**config.mk**
```make
export PLATFORM = sky130hd
export DESIGN_NAME = mole_scheduler
export DESIGN_NICKNAME = d
export VERILOG_FILES = /design/src/rtl/mole_pkg.sv /design/src/rtl/mole_box_decode.sv /design/src/rtl/mole_scheduler.sv
export SDC_FILE = /design/constraint.sdc
export NUM_CORES = 1
export LEC_CHECK = 0
export CELL_PAD_IN_SITES_DETAIL_PLACEMENT = 1
export CELL_PAD_IN_SITES_GLOBAL_PLACEMENT = 1
export CORE_ASPECT_RATIO = 0.5
export CORE_MARGIN = 8
export CORE_UTILIZATION = 37
export CTS_BUF_LIST = sky130_fd_sc_hd__clkbuf_16
export DETAILED_ROUTE_END_ITERATION = 10
export GPL_ROUTABILITY_DRIVEN = 0
export HOLD_SLACK_MARGIN = 0.1
export PLACE_DENSITY = 0.92
export SYNTH_ARGS = -nofsm -noshare
export SYNTH_HDL_FRONTEND = slang
export SYNTH_HIERARCHICAL = 1
export SYNTH_SLANG_ARGS = --single-unit
export TNS_END_PERCENT = 10
```
**constraint.sdc**
```tcl
create_clock -name clk -period 2.97 [get_ports clk]
set_clock_uncertainty 0.1 [all_clocks]
set_input_delay 0.4455 -clock clk [delete_from_list [all_inputs] [get_ports clk]]
set_output_delay 0.4455 -clock clk [all_outputs]
set_load 0.005 [all_outputs]
```
**src/rtl/mole_pkg.sv**
```systemverilog
// Shared types and constants for the whack-a-mole scheduler: FSM states and one-hot box codes.
// Pure declarations; no logic, no latency.
package mole_pkg;

   typedef enum logic [1:0] {
      IDLE = 2'd0,
      DRAW = 2'd1,
      SHOW = 2'd2,
      GAP  = 2'd3
   } state_t;

   localparam logic [3:0] NO_MOLE = 4'b0000;
   localparam logic [3:0] BOX0    = 4'b0001;
   localparam logic [3:0] BOX1    = 4'b0010;
   localparam logic [3:0] BOX2    = 4'b0100;
   localparam logic [3:0] BOX3    = 4'b1000;

   // Visible/gap counter width; covers the full 1..255 tick range.
   localparam int CNT_W = 8;

endpackage

```
**src/rtl/mole_box_decode.sv**
```systemverilog
// Maps the 3-bit LFSR value onto a one-hot box; 000 is not a legal draw (o_valid=0).
// Purely combinational, zero latency, no backpressure.
module mole_box_decode
   import mole_pkg::*;
(
   input  logic [2:0] i_rnd,
   output logic       o_valid,
   output logic [3:0] o_box
);

   always_comb begin
      o_valid = 1'b1;
      o_box   = NO_MOLE;
      case (i_rnd)
         3'b001, 3'b010, 3'b100: o_box = BOX0;
         3'b011, 3'b101:         o_box = BOX1;
         3'b110:                 o_box = BOX2;
         3'b111:                 o_box = BOX3;
         default:                o_valid = 1'b0;
      endcase
   end

endmodule

```
**src/rtl/mole_scheduler.sv**
```systemverilog
// Whack-a-mole game sequencer: draws a box from the LFSR, shows it, scores hits/timeouts; all outputs registered (1-cycle latency).
// Optional score/miss counters are built only when MOLE_SCORE_EN is defined; otherwise score/misses read 0.
module mole_scheduler
   import mole_pkg::*;
#(
   parameter int VISIBLE_TICKS = 8,
   parameter int GAP_TICKS     = 2,
   parameter int SCORE_W       = 8
)(
   input  logic               clk,
   input  logic               reset,
   input  logic               tick,
   input  logic               start,
   input  logic               stop,
   input  logic [2:0]         rnd,
   output logic               rnd_en,
   input  logic               hit_valid,
   input  logic [3:0]         hit_box,
   output logic [3:0]         mole,
   output logic               hit_pulse,
   output logic               miss_pulse,
   output logic               busy,
   output logic [SCORE_W-1:0] score,
   output logic [SCORE_W-1:0] misses
);

   localparam logic [CNT_W-1:0] LP_VIS = CNT_W'(VISIBLE_TICKS);
   localparam logic [CNT_W-1:0] LP_GAP = CNT_W'(GAP_TICKS);

   state_t             r_state;
   state_t             w_next;
   logic [CNT_W-1:0]   r_cnt;
   logic [CNT_W-1:0]   w_cnt_nxt;
   logic [3:0]         r_mole;
   logic [3:0]         w_mole_nxt;
   logic               r_rnd_en;
   logic               r_hit;
   logic               r_miss;
   logic               r_busy;

   logic               w_dec_vld;
   logic [3:0]         w_dec_box;
   logic               w_abort;
   logic               w_last_tick;
   logic               w_hit;
   logic               w_miss;

   mole_box_decode u_decode (
      .i_rnd   (rnd),
      .o_valid (w_dec_vld),
      .o_box   (w_dec_box)
   );

   // stop outranks every other event, including a correct hit in the same cycle.
   assign w_abort     = stop && (r_state != IDLE);
   assign w_last_tick = tick && (r_cnt == CNT_W'(1));
   assign w_hit       = (r_state == SHOW) && hit_valid && (hit_box == r_mole) && !w_abort;
   assign w_miss      = (r_state == SHOW) && w_last_tick && !w_hit && !w_abort;

   always_ff @(posedge clk or posedge reset) begin
      if (reset) r_state <= IDLE;
      else       r_state <= w_next;
   end

   always_comb begin
      w_next = r_state;
      case (r_state)
         IDLE:    if (start)          w_next = DRAW;
         DRAW:    if (w_dec_vld)      w_next = SHOW;
         SHOW:    if (w_hit || w_miss) w_next = GAP;
         GAP:     if (w_last_tick)    w_next = DRAW;
         default:                     w_next = IDLE;
      endcase
      if (w_abort) w_next = IDLE;
   end

   always_comb begin
      w_mole_nxt = r_mole;
      w_cnt_nxt  = r_cnt;
      case (r_state)
         DRAW: begin
            if (w_dec_vld) begin
               w_mole_nxt = w_dec_box;
               w_cnt_nxt  = LP_VIS;
            end
         end
         SHOW: begin
            if (w_hit || w_miss) begin
               w_mole_nxt = NO_MOLE;
               w_cnt_nxt  = LP_GAP;
            end else if (tick) begin
               w_cnt_nxt  = r_cnt - CNT_W'(1);
            end
         end
         GAP: begin
            w_mole_nxt = NO_MOLE;
            if (tick) w_cnt_nxt = r_cnt - CNT_W'(1);
         end
         default: w_mole_nxt = NO_MOLE;
      endcase
      if (w_abort) begin
         w_mole_nxt = NO_MOLE;
         w_cnt_nxt  = '0;
      end
   end

   always_ff @(posedge clk or posedge reset) begin
      if (reset) begin
         r_mole   <= NO_MOLE;
         r_cnt    <= '0;
         r_rnd_en <= 1'b0;
         r_hit    <= 1'b0;
         r_miss   <= 1'b0;
         r_busy   <= 1'b0;
      end else begin
         r_mole   <= w_mole_nxt;
         r_cnt    <= w_cnt_nxt;
         r_rnd_en <= (w_next == DRAW);
         r_hit    <= w_hit;
         r_miss   <= w_miss;
         r_busy   <= (w_next != IDLE);
      end
   end

   assign mole       = r_mole;
   assign rnd_en     = r_rnd_en;
   assign hit_pulse  = r_hit;
   assign miss_pulse = r_miss;
   assign busy       = r_busy;

`ifdef MOLE_SCORE_EN
   logic [SCORE_W-1:0] r_score;
   logic [SCORE_W-1:0] r_misses;

   always_ff @(posedge clk or posedge reset) begin
      if (reset) begin
         r_score  <= '0;
         r_misses <= '0;
      end else if ((r_state == IDLE) && start) begin
         r_score  <= '0;
         r_misses <= '0;
      end else begin
         if (w_hit && (r_score != '1))   r_score  <= r_score + 1'b1;
         if (w_miss && (r_misses != '1)) r_misses <= r_misses + 1'b1;
      end
   end

   assign score  = r_score;
   assign misses = r_misses;
`else
   assign score  = '0;
   assign misses = '0;
`endif

endmodule

```
# Word-level counts from Yosys, hierarchy flattened

Cells that the tools add are included.
W data, S select, Z words.

Eq/ne operators: 15
Reductions and logical operators: 20
Mux-type cells: 17
$add $sub $neg: 1

Operators with widths:

| operator              | number |
|---|---|
| $mux W8               | 4 |
| $pmux W8 S3           | 1 |
| $pmux W4 S4           | 1 |
| $eq A3 B3 Y1 const B  | 4 |
| $mux W4               | 3 |
| $mux W2               | 5 |
| $eq A8 B1 Y1 const B  | 1 |
| $logic_and A1 B1 Y1   | 8 |
| $pmux W2 S4           | 1 |
| $pmux W4 S2           | 1 |
| $sub A8 B1 Y8 const B | 1 |
| $reduce_or A7 Y1      | 1 |
| $eq A3 B2 Y1 const B  | 2 |
| $ne A3 B2 Y1 const B  | 2 |
| $eq A2 B1 Y1 const B  | 2 |
| $eq A2 B2 Y1 const B  | 2 |
| $eq A4 B4 Y1          | 1 |
| $reduce_and A2 Y1     | 2 |
| $reduce_bool A2 Y1    | 2 |
| $reduce_bool A4 Y1    | 1 |
| $eq A3 B1 Y1 const B  | 1 |
| $reduce_or A3 Y1      | 1 |
| $logic_not A1 Y1      | 2 |
| $logic_not A2 Y1      | 1 |
| 3 further kinds       | 3 |

Register bits: 18
Bits of input ports: 13
Word-level logic and storage cells: 60

# Longest topological paths before layout

Gate-level depths: netlist of run 1.

Depth in word-level cells: 12
Depth in mapped cells: 7

# Modules after synthesis

The synthesis of run 1 kept the hierarchy.

Modules (own cells, without submodules):

| module          | area an instance (µm²) | cells each | instances |
|---|---|---|---|
| mole_scheduler  | 1181.1                 | 127        | 1 |
| mole_box_decode | 48.8                   | 8          | 1 |

# Worst setup path before layout of run 1

No wires, ideal clock.

Kind: input -> register
From: input port rnd[0]
To: register r_cnt[5]
Buffers on the path: 1
Path slack: 948 ps
Data arrival time: 1846 ps
Cell stages on the path: 7
Data required time: 2794 ps
Path through: or3_1 > buf_2 > or2_1 > a21oi_2 > nor3_1 > or3_1 > o21ai_1

Cells in the longest elaborated chain, start to end: 5
Elaborated cells between the ends (all ways): 11

Ends and longest elaborated chain:

| item                                 | line                  | source |
|---|---|---|
| from (decl)                          | mole_scheduler.sv:15  | `input logic [2:0] rnd,` |
| $eq A3 B1 Y1 (tied with other cells) | mole_box_decode.sv:14 | `case (i_rnd)` |
| $reduce_or A7 Y1 (no source line) *  | n/a                   |  |
| $mux W1 *                            | mole_box_decode.sv:14 |  |
| $ne A3 B2 Y1 (no source line) *      | n/a                   |  |
| $reduce_and A2 Y1 (no source line) * | n/a                   |  |
| to (signal assigned)                 | mole_scheduler.sv:117 | `r_cnt <= w_cnt_nxt;` |
| to (decl)                            | mole_scheduler.sv:32  | `logic [CNT_W-1:0] r_cnt;` |

Mark *: on every way between the ends. The rest lies on a longest branch, timed or not.
A chain may end at the register's enable or synchronous reset.

# Worst setup path in the final report of run 1

From: input port rnd[0]
To: register r_cnt[5]

Cells in the longest elaborated chain, start to end: 5
Elaborated cells between the ends (all ways): 11

Ends and longest elaborated chain:

| item                                 | line                  | source |
|---|---|---|
| $eq A3 B1 Y1 (tied with other cells) | mole_box_decode.sv:14 |  |
| $reduce_or A7 Y1 (no source line) *  | n/a                   |  |
| $mux W1 *                            | mole_box_decode.sv:14 |  |
| net w_dec_vld                        | mole_scheduler.sv:41  | `logic w_dec_vld;` |
| $ne A3 B2 Y1 (no source line) *      | n/a                   |  |
| $reduce_and A2 Y1 (no source line) * | n/a                   |  |

Mark *: on every way through the listed nets, which the timed path passes. The rest lies on a longest branch.

==> results of run 1 <==
==> per-layer routing <==
layer	wire length (um)	part of all wire (%)	vias up	track usage, %
met4	44	1.2	0	3.85
met1	1590	43	529	15.0
met2	1860	51	39	24.3
met3	165	4.5	6	2.93
li1	-	-	500	-
met5	0	0	-	0
==> power breakdown <==
group | leakage, nW | internal, mW | switching, mW | total [mW]
registers | 0.241 | 0.300 | 0.0944 | 0.395
clock network | 0.0385 | 0.179 | 0.0959 | 0.275
logic | 0.339 | 0.173 | 0.230 | 0.403
==> cells in the final DEF, fill, tap and decap left out, types with 3 or more instances in the layout <==
master | Yosys | routed
clkbuf_16 | 0 | 3
nor3_1 | 5 | 5
xnor2_1 | 4 | 4
clkdlybuf4s50_1 | 0 | 20
conb_1 | 1 | 16
inv_1 | 5 | 5
or3_1 | 4 | 4
dfrtp_1 | 18 | 18
o21ai_1 | 4 | 4
o21ai_0 | 8 | 8
a21oi_1 | 6 | 6
nand2_1 | 10 | 10
nand3_1 | 3 | 3
a32o_1 | 5 | 5
nor2_1 | 8 | 8
==> worst max-delay path, stage by stage <==
cell	delay (ns)
clkdlybuf4s50_1	0.47
or3_1	0.54
or2_1	0.32
a21oi_2	0.27
o21ai_0	0.11
or3_1	0.32
o21ai_1	0.08
==> how the worst min path moves through the flow <==
stage	from	end	slack, ns	cells past startpoint
after floorplan	reset	busy$_DFF_PP0_	0.28	1
after global placement	r_cnt[1]$_DFFE_PP0P_	r_cnt[1]$_DFFE_PP0P_	0.43	1
after detailed placement	mole[1]$_DFFE_PP0P_	mole[1]$_DFFE_PP0P_	0.45	1
after CTS	r_cnt[1]$_DFFE_PP0P_	r_cnt[1]$_DFFE_PP0P_	0.48	1
after global routing	r_cnt[1]$_DFFE_PP0P_	r_cnt[1]$_DFFE_PP0P_	0.51	1
final	mole[1]$_DFFE_PP0P_	mole[1]$_DFFE_PP0P_	0.48	1
==> metrics by stage <==
| stage | util, % | total power [mW] | hold WS (ns) | instances |
|---|---|---|---|---|
| floorplan | - | 0.660 | 0.284 | 150 |
| global placement | 45.5 | 0.750 | 0.434 | 191 |
| detailed placement | 45.5 | 0.786 | 0.446 | 191 |
| CTS | 48.1 | 1.07 | 0.485 | 195 |
| global route | 48.1 | 1.14 | 0.508 | 195 |
| finish | 48.1 | 1.07 | 0.477 | 195 |
==> synth_stat cells, types with 4 or more instances <==
cell type | n | area share [%]
a21oi_1 | 6 | 2.4
a32o_1 | 5 | 4.1
buf_4 | 16 | 9.8
dfrtp_1 | 18 | 37
inv_1 | 5 | 1.5
nand2_1 | 10 | 3.1
nor2_1 | 8 | 2.4
nor3_1 | 5 | 2.0
o21ai_0 | 8 | 3.3
o21ai_1 | 4 | 1.6
or3_1 | 4 | 2.0
xnor2_1 | 4 | 2.8
==> logic make-up (layout without fill, tap and decap cells) <==
family          after synthesis  count (layout)  share of synthesized area [%]
compound gates               37              37                           21.4
xor+xnor                      5               5                           3.56
fa+ha+maj                     2               2                           2.03
buf+inv                      24              29                           12.3
flops                        18              18                           36.6
mux                           1               1                          0.814
other cells                   1              16                          0.305
simple gates                 47              47                           23.0
==> state kept, by name, indices dropped and copies added (netlist names) <==
| register | flops |
|---|---|
| busy | 1 |
| r_cnt | 8 |
| miss_pulse | 1 |
| r_state | 2 |
| mole | 4 |
| rnd_en | 1 |
| hit_pulse | 1 |
==> cell type report <==
class | count | area share, %
Clock buffer | 3 | 5.06
Clock inverter | 1 | 0.253
Inverter | 5 | 1.27
Multi-Input combinational cell | 108 | 46.2
Sequential cell | 18 | 30.4
Tap cell | 40 | 3.38
Timing Repair Buffer | 20 | 13.5
==> impl_metrics.py, run 1 <==
metrics = {
    "worst_setup_path": {
        "start_kind": "primary input",
        "path_class": "in -> reg",
        "r2r_slack_ns": 0.97,
        "rr_worst_depth": 4,
        "cp-endpoint": "r_cnt[5]$_DFFE_PP0P_",
        "crit_required_ns": 3.05,
        "arrival_ns": 2.55,
        "crit_path_end_kind": "register",
        "crit_path_start": "rnd[0]",
        "timing.rr.start": "r_state[1]$_DFF_PP0_",
        "reg2reg_to": "r_cnt[3]$_DFFE_PP0P_",
        "worstPathMaxFanout": 8,
    },
    "clock_tree": {
        "holdBufCountCts": 0,
        "ctsLongestPathBuffers": 2,
        "cts-buffers-inserted": 3,
        "cts_resized": 0,
        "clock-sinks": 18,
        "htreeDepth": 1,
        "clkTransAtPathRegs_ns": 0.05,
        "insertion_delay_ns": 0.25,
        "cts_tree": "done",
        "post_cts_buffers": 0,
        "cts_root_buffer": "clkbuf_16",
    },
    "floorplan": {
        "boundaryPins": 37,
        "dieHeight_um": 56.8,
        "core_area_sq_um": 3080,
        "rows": 14,
        "die_w_um": 97.5,
        "start_util_pct": 39.9,
        "dieArea_sq_um": 5540,
    },
    "detailed_routing": {
        "wl_per_cell_um": 18.8,
        "first_pass_iters": 4,
        "drc": 0,
        "num_vias": 1074,
        "drt_iter0_markers": 39,
        "routed_wl_mm": 3.66,
        "routed_via_density": 5.51,
        "ant_nets": 0,
    },
    "cells_and_area": {
        "nNetsFinal": 171,
        "diodes": 0,
        "seq_area_sq_um": 450,
        "multi_input_area_sq_um": 684,
        "n_fill_cell": 364,
        "drive_above_1_share_pct": 7.10,
        "area_growth_pct": 20.5,
        "design_area_sq_um": 1480,
    },
    "placement": {
        "portBuffers": 20,
        "dp_hpwl_mm": 2.76,
        "post_dp_cell_area_sq_um": 1400,
        "dp_slack_ns": 0.288,
    },
    "yosys": {
        "ys_warn_count": 6,
        "synthCells": 135,
        "synth_edf_count": 0,
        "yosysUniqueCellTypes": 46,
        "synth.ff_latch_count": 18,
        "async_flop_share_pct": 100,
        "yosysSeqAreaShare_pct": 36.6,
        "syn-cell-area_sq_um": 1230,
        "synth_ff_type": "dfrtp_1",
        "syn_area_per_cell_sq_um": 9.11,
    },
    "timing": {
        "finalCritPeriodShare_pct": 83.2,
        "min_period_ns": 2.47,
        "final_max_slew_viol_count": 0,
        "setup_viol": 0,
        "fmax_ghz": 0.405,
        "setup_ws_ns": 0.500,
        "tightest_slew_ns": 0.702,
        "rsz0062_at_grt": "no",
        "relSlewSlack_pct": 53.1,
        "hold_viol_final": 0,
        "tns_ns": 0,
    },
    "min_path": {
        "hp-class": "reg -> reg",
    },
    "global_route": {
        "grt_usage_pct": 13.2,
        "grt_overflow_total": 0,
        "antenna_found_initial": 0,
        "grt_pass1_wl_mm": 6.13,
        "first_global_vias": 1246,
        "grt_max_degree": 19,
    },
    "power_and_ir_drop": {
        "p_leak_nw": 0.619,
        "p_per_area_nw_per_um2": 724,
        "ir_drop_mv": 0.285,
    },
    "status": {
        "status": "finished, final reports clean",
    },
    "flow_run": {
        "drv_cap": 0,
    },
}
Power figures use the tool's default switching activity.
==> inputs of run 2 (changes only) <==
Settings changed: CORE_UTILIZATION 37 to 34, PLACE_DENSITY 0.92 to 0.86.
Clock period 2.97 ns to 2.3 ns, I/O delays scaled along.
==> run 2 against run 1 <==
Clock power up 24%. Count of clock-buffer cells in the layout unchanged. Wire length down 1.9%. Design area grew 5.2%. Sequential share of layout area decreased by 1.5 points. Core utilization decreased by 2.9 points. Final cell count grew 9.7%. Non-clock buffer count grew 9. Sequential power rose by 28%. Power rose by 30%. Largest power group unchanged.
==> impl_metrics.py, run 2 (synthesis results as in run 1) <==
metrics = {
    "floorplan": {
        "rows": 15,
        "start_util_pct": 35.6,
        "dieArea_sq_um": 5920,
        "core_area_sq_um": 3450,
        "dieHeight_um": 58.5,
        "boundaryPins": 37,
        "die_w_um": 101,
    },
    "worst_setup_path": {
        "crit_required_ns": 2.37,
        "crit_path_end_kind": "register",
        "arrival_ns": 2.19,
        "critPathSlowestCell": "clkdlybuf4s50_1",
        "crit_chain": "clkdlybuf4s50_1 -> or3_1 -> or2_1 -> a21oi_2 -> buf_4 -> o21ai_0 -> nor3_1 -> o21bai_1",
        "worstPathMaxFanout": 4,
        "start_kind": "primary input",
        "slowest_delay_ns": 0.41,
        "path_class": "in -> reg",
    },
    "timing": {
        "finalCritPeriodShare_pct": 92.2,
        "setup_viol": 0,
        "setup_ws_ns": 0.179,
        "worst_hold_slack_ns": 0.416,
        "hold_viol_final": 0,
        "tightest_slew_ns": 0.711,
        "rsz0062_at_grt": "no",
        "relSlewSlack_pct": 52.6,
        "tns_ns": 0,
        "final_max_slew_viol_count": 0,
        "fmax_ghz": 0.472,
        "min_period_ns": 2.12,
    },
    "cells_and_area": {
        "drive_above_1_share_pct": 12.3,
        "area_growth_pct": 26.9,
        "finalCoreUtilization_pct": 45.2,
        "n_fill_cell": 418,
        "top_register": "r_cnt",
        "fin_cells": 214,
        "diodes": 0,
        "final_common_cell": "clkdlybuf4s50_1",
        "nNetsFinal": 180,
        "final_cell_mix": "clkdlybuf4s50_1 (20), dfrtp_1 (18), conb_1 (16)",
        "largest_reg_flops": 8,
    },
    "placement": {
        "portBuffers": 20,
        "dp_hpwl_mm": 2.82,
        "placed_cells": 211,
        "dp_slack_ns": -0.0817,
    },
    "clock_tree": {
        "insertion_delay_ns": 0.25,
        "htreeDepth": 1,
        "clock-sinks": 18,
        "cts_root_buffer": "clkbuf_16",
        "cts_tree": "done",
        "holdBufCountCts": 0,
        "cts-buffers-inserted": 3,
        "post_cts_buffers": 0,
        "cts_resized": 0,
        "ctsLongestPathBuffers": 2,
        "clkTransAtPathRegs_ns": 0.05,
    },
    "global_route": {
        "grt_max_degree": 19,
        "first_global_vias": 1245,
        "grt_usage_pct": 12.7,
        "grt_pass1_wl_mm": 5.92,
        "grt_overflow_total": 0,
        "antenna_found_initial": 0,
    },
    "detailed_routing": {
        "drc": 0,
        "num_vias": 1087,
        "drt_iter0_markers": 21,
        "wl_per_cell_um": 16.8,
        "routed_via_density": 5.08,
        "first_pass_iters": 4,
        "routed_wl_mm": 3.59,
        "ant_nets": 0,
    },
    "power_and_ir_drop": {
        "p_per_area_nw_per_um2": 891,
        "ir_drop_mv": 0.279,
        "p_leak_nw": 0.659,
    },
    "flow_run": {
        "drv_cap": 0,
    },
    "status": {
        "status": "finished, final reports clean",
    },
    "min_path": {
        "hp-class": "in -> async",
    },
}
==> run 2: changes by cell type in the layout (fill, tap and decap cells not counted), sizes merged <==
cell,delta
buf,+9
clkinv,-1
==> run 2: final cells by class <==
type                            count  area (sq um)  area share [%]
Clock buffer                        3          75.1            4.81
Inverter                            5          18.8            1.20
Multi-Input combinational cell    108           684            43.9
Sequential cell                    18           450            28.9
Tap cell                           51          63.8            4.09
Timing Repair Buffer               29           268            17.2
==> run 2: power by group <==
group,leakage [nW],switching [mW],internal [mW],total [mW]
combinational,0.381,0.297,0.244,0.541
clock,0.0370,0.113,0.229,0.342
sequential,0.241,0.119,0.388,0.507
==> run 2: metrics by stage <==
stage	power (mW)	area [sq um]
2_1_floorplan	0.852	1290
3_3_place_gp	1.00	1490
3_5_place_dp	1.04	1490
4_1_cts	1.40	1560
5_1_grt	1.47	1560
6_report	1.39	1560
==> run 2: path summary, 6_finish.rpt <==
kind	end	cells past startpoint	from	slack, ns
setup reg to reg	r_cnt[6]$_DFFE_PP0P_	4	r_state[1]$_DFF_PP0_	0.36
hold reg to reg	mole[3]$_DFFE_PP0P_	1	mole[3]$_DFFE_PP0P_	0.46
max in group asynchronous	miss_pulse$_DFF_PP0_	2	reset	1.23
setup / recovery	r_cnt[7]$_DFFE_PP0P_	8	rnd[0]	0.18
min in group clk	mole[3]$_DFFE_PP0P_	1	mole[3]$_DFFE_PP0P_	0.46
hold / removal	r_cnt[2]$_DFFE_PP0P_	2	reset	0.42
==> run 2: worst max-delay path: cells and delay by family <==
kind / cells / cell delay (ns)
AND/OR/NAND/NOR: 3 / 0.81
AO/OA/AOI/OAI: 3 / 0.45
buffers and inverters: 2 / 0.58
==> run 2: metal layers <==
metal	wire (um)	GRT usage (%)	up-vias	part of all wire (%)
met2	1860	24.1	26	52
met3	136	2.94	6	3.8
met4	48	4.82	0	1.3
met1	1550	13.4	540	43
met5	0	0	-	0
li1	-	-	515	-
==> inputs of run 3 (changes only) <==
Settings changed: CORE_UTILIZATION 34 to 35, PLACE_DENSITY 0.86 to 0.88, SYNTH_HIERARCHICAL 1 to not set.
==> run 3 against run 2 <==
Non-clock buffer count is the same. Wire length fell by 0.86%. Critical endpoint is now r_cnt[6]$_DFFE_PP0P_. Hold slack improved by 0.0068 ns. Global-route usage about the same. Sequential cell count unchanged. Critical path type unchanged. Largest cell class unchanged. Combinational power fell by 21%. Final cell count up 2.8%. Critical path depth down 2. Power decreased by 12%. Via count up 2.5%. Area after synthesis up 3.8%.
==> impl_metrics.py, run 3 <==
metrics = {
    "timing": {
        "final_max_slew_viol_count": 0,
        "rsz0062_at_grt": "no",
        "relSlewSlack_pct": 52.9,
        "tightest_slew_ns": 0.706,
        "fmax_ghz": 0.501,
        "setup_viol": 0,
        "finalCritPeriodShare_pct": 86.8,
        "min_period_ns": 2.00,
        "tns_ns": 0,
        "hold_viol_final": 0,
    },
    "power_and_ir_drop": {
        "p_leak_nw": 0.660,
        "p_sw_mw": 0.435,
        "netSwitchingFraction_pct": 35.4,
        "clockPowerShare_pct": 27.9,
        "ir_drop_mv": 0.255,
        "total_power_mw": 1.23,
        "internal_power_mw": 0.794,
        "p_per_area_nw_per_um2": 780,
        "pwr-share-comb_pct": 34.9,
        "seqPwrFrac_pct": 37.1,
    },
    "yosys": {
        "synth.most_common_cell": "dfrtp_1",
        "synth_common_cells": "dfrtp_1 (18), buf_4 (16), nand2_1 (13), nor2_1 (13), o21ai_0 (10)",
        "yosysUniqueCellTypes": 47,
        "synthCells": 144,
        "syn_area_per_cell_sq_um": 8.86,
        "synth_area_leaders": "dfrtp_1 (35%), buf_4 (9.4%), o21ai_0 (3.9%)",
        "synth.ff_latch_count": 18,
        "async_flop_share_pct": 100,
        "syn-cell-area_sq_um": 1280,
        "ys_warn_count": 0,
        "synth_top_area_share_pct": 35.3,
        "yosysSeqAreaShare_pct": 35.3,
        "yosysTopAreaCell": "dfrtp_1",
        "synth_edf_count": 0,
        "synth_ff_type": "dfrtp_1",
    },
    "clock_tree": {
        "insertion_delay_ns": 0.25,
        "cts-buffers-inserted": 3,
        "cts_resized": 0,
        "holdBufCountCts": 0,
        "clock-sinks": 18,
        "htreeDepth": 1,
        "clkTransAtPathRegs_ns": 0.05,
        "post_cts_buffers": 0,
        "cts_root_buffer": "clkbuf_16",
        "cts_tree": "done",
        "ctsLongestPathBuffers": 2,
    },
    "worst_setup_path": {
        "rr_worst_depth": 6,
        "critPathSlowestCell": "or4_4",
        "arrival_ns": 2.09,
        "worstPathMaxFanout": 5,
        "crit_path_start": "stop",
        "crit_path_end_kind": "register",
        "start_kind": "primary input",
        "crit_required_ns": 2.39,
        "crit_chain": "clkdlybuf4s50_1 -> or4_4 -> a21oi_4 -> o21bai_2 -> nand3b_1 -> a21bo_1",
        "r2r_slack_ns": 0.35,
        "reg2reg_to": "r_cnt[4]$_DFFE_PP0P_",
        "path_class": "in -> reg",
        "slowest_delay_ns": 0.59,
        "timing.rr.start": "r_cnt[0]$_DFFE_PP0P_",
    },
    "placement": {
        "dp_hpwl_mm": 2.73,
        "placed_cells": 217,
        "portBuffers": 20,
    },
    "cells_and_area": {
        "top_register": "r_cnt",
        "nNetsFinal": 186,
        "seq_area_sq_um": 450,
        "diodes": 0,
        "fin_cells": 220,
        "area_growth_pct": 23.5,
        "final_common_cell": "clkdlybuf4s50_1",
        "finalCoreUtilization_pct": 45.4,
        "multi_input_area_sq_um": 701,
        "n_fill_cell": 410,
        "largest_reg_flops": 8,
        "drive_above_1_share_pct": 11.8,
        "final_cell_mix": "clkdlybuf4s50_1 (20), dfrtp_1 (18), conb_1 (16)",
    },
    "global_route": {
        "first_global_vias": 1197,
        "grt_max_degree": 19,
        "grt_usage_pct": 12.7,
        "grt_pass1_wl_mm": 6.02,
        "grt_overflow_total": 0,
        "antenna_found_initial": 0,
    },
    "floorplan": {
        "rows": 15,
        "start_util_pct": 36.8,
        "die_w_um": 101,
        "boundaryPins": 37,
        "core_area_sq_um": 3470,
        "dieHeight_um": 58.7,
        "dieArea_sq_um": 5950,
    },
    "detailed_routing": {
        "routed_wl_mm": 3.56,
        "num_vias": 1114,
        "routed_via_density": 5.06,
        "ant_nets": 0,
        "drc": 0,
        "drt_iter0_markers": 95,
        "wl_per_cell_um": 16.2,
        "first_pass_iters": 4,
    },
    "flow_run": {
        "drv_cap": 0,
    },
    "min_path": {
        "hp-class": "in -> async",
    },
    "status": {
        "status": "finished, final reports clean",
    },
}
-- run 3: how the worst max path moves through the flow --
stage                                      end  slack [ns]  depth (start not counted)
final                     r_cnt[6]$_DFFE_PP0P_        0.30                          6
after floorplan           r_cnt[4]$_DFFE_PP0P_        0.55                          6
after global routing      r_cnt[6]$_DFFE_PP0P_        0.21                          7
after CTS                 r_cnt[1]$_DFFE_PP0P_        0.30                          6
after global placement    r_cnt[0]$_DFFE_PP0P_        0.09                          6
after detailed placement  r_cnt[6]$_DFFE_PP0P_        0.08                          6
-- run 3: power by group through the flow --
stage          clock network (mW)  registers, mW  logic [mW]
6_report                    0.344          0.456       0.429
5_1_grt                     0.361          0.465       0.473
4_1_cts                     0.351          0.455       0.429
3_5_place_dp                    0          0.458       0.419
3_3_place_gp                    0          0.452       0.396
2_1_floorplan                   0          0.433       0.316
-- run 3: cell type report --
type	count	area share [%]
multi-input combinational	114	44.4
sequential	18	28.6
timing repair buffer	29	17.0
clock buffer	3	4.76
tap	51	4.05
inverter	5	1.19
-- run 3: cell families after synthesis --
| kind of cell | after synthesis | share of synthesized area [%] |
|---|---|---|
| AND/OR/NAND/NOR | 55 | 24.8 |
| AO/OA/AOI/OAI | 35 | 19.3 |
| buffers and inverters | 27 | 14.2 |
| flip-flops | 18 | 35.3 |
| XOR/XNOR | 6 | 4.12 |
| adder cells (fa/ha/maj) | 2 | 1.96 |
| other | 1 | 0.294 |
-- run 3: critical path: cells and delay by family --
kind | cells | cell delay [ns]
AND/OR/NAND/NOR | 2 | 0.68
buffers and inverters | 1 | 0.48
AO/OA/AOI/OAI | 3 | 0.58
-- run 3: per-layer routing --
metal | global-route usage, % | part of all wire, % | up-vias
met5 | 0 | 0 | -
met4 | 4.40 | 0.87 | 0
met3 | 2.94 | 5.1 | 2
met2 | 21.5 | 49 | 36
met1 | 15.5 | 45 | 541
li1 | - | - | 535
-- run 3: per-stage QoR --
step / hold WS (ns) / cell area, sq um / worst slack [ns]
after floorplan: 0.184 / 1330 / 0.555
after global placement: 0.435 / 1500 / 0.0854
after detailed placement: 0.441 / 1500 / 0.0810
after CTS: 0.453 / 1580 / 0.304
after global routing: 0.481 / 1580 / 0.211
final: 0.423 / 1580 / 0.303
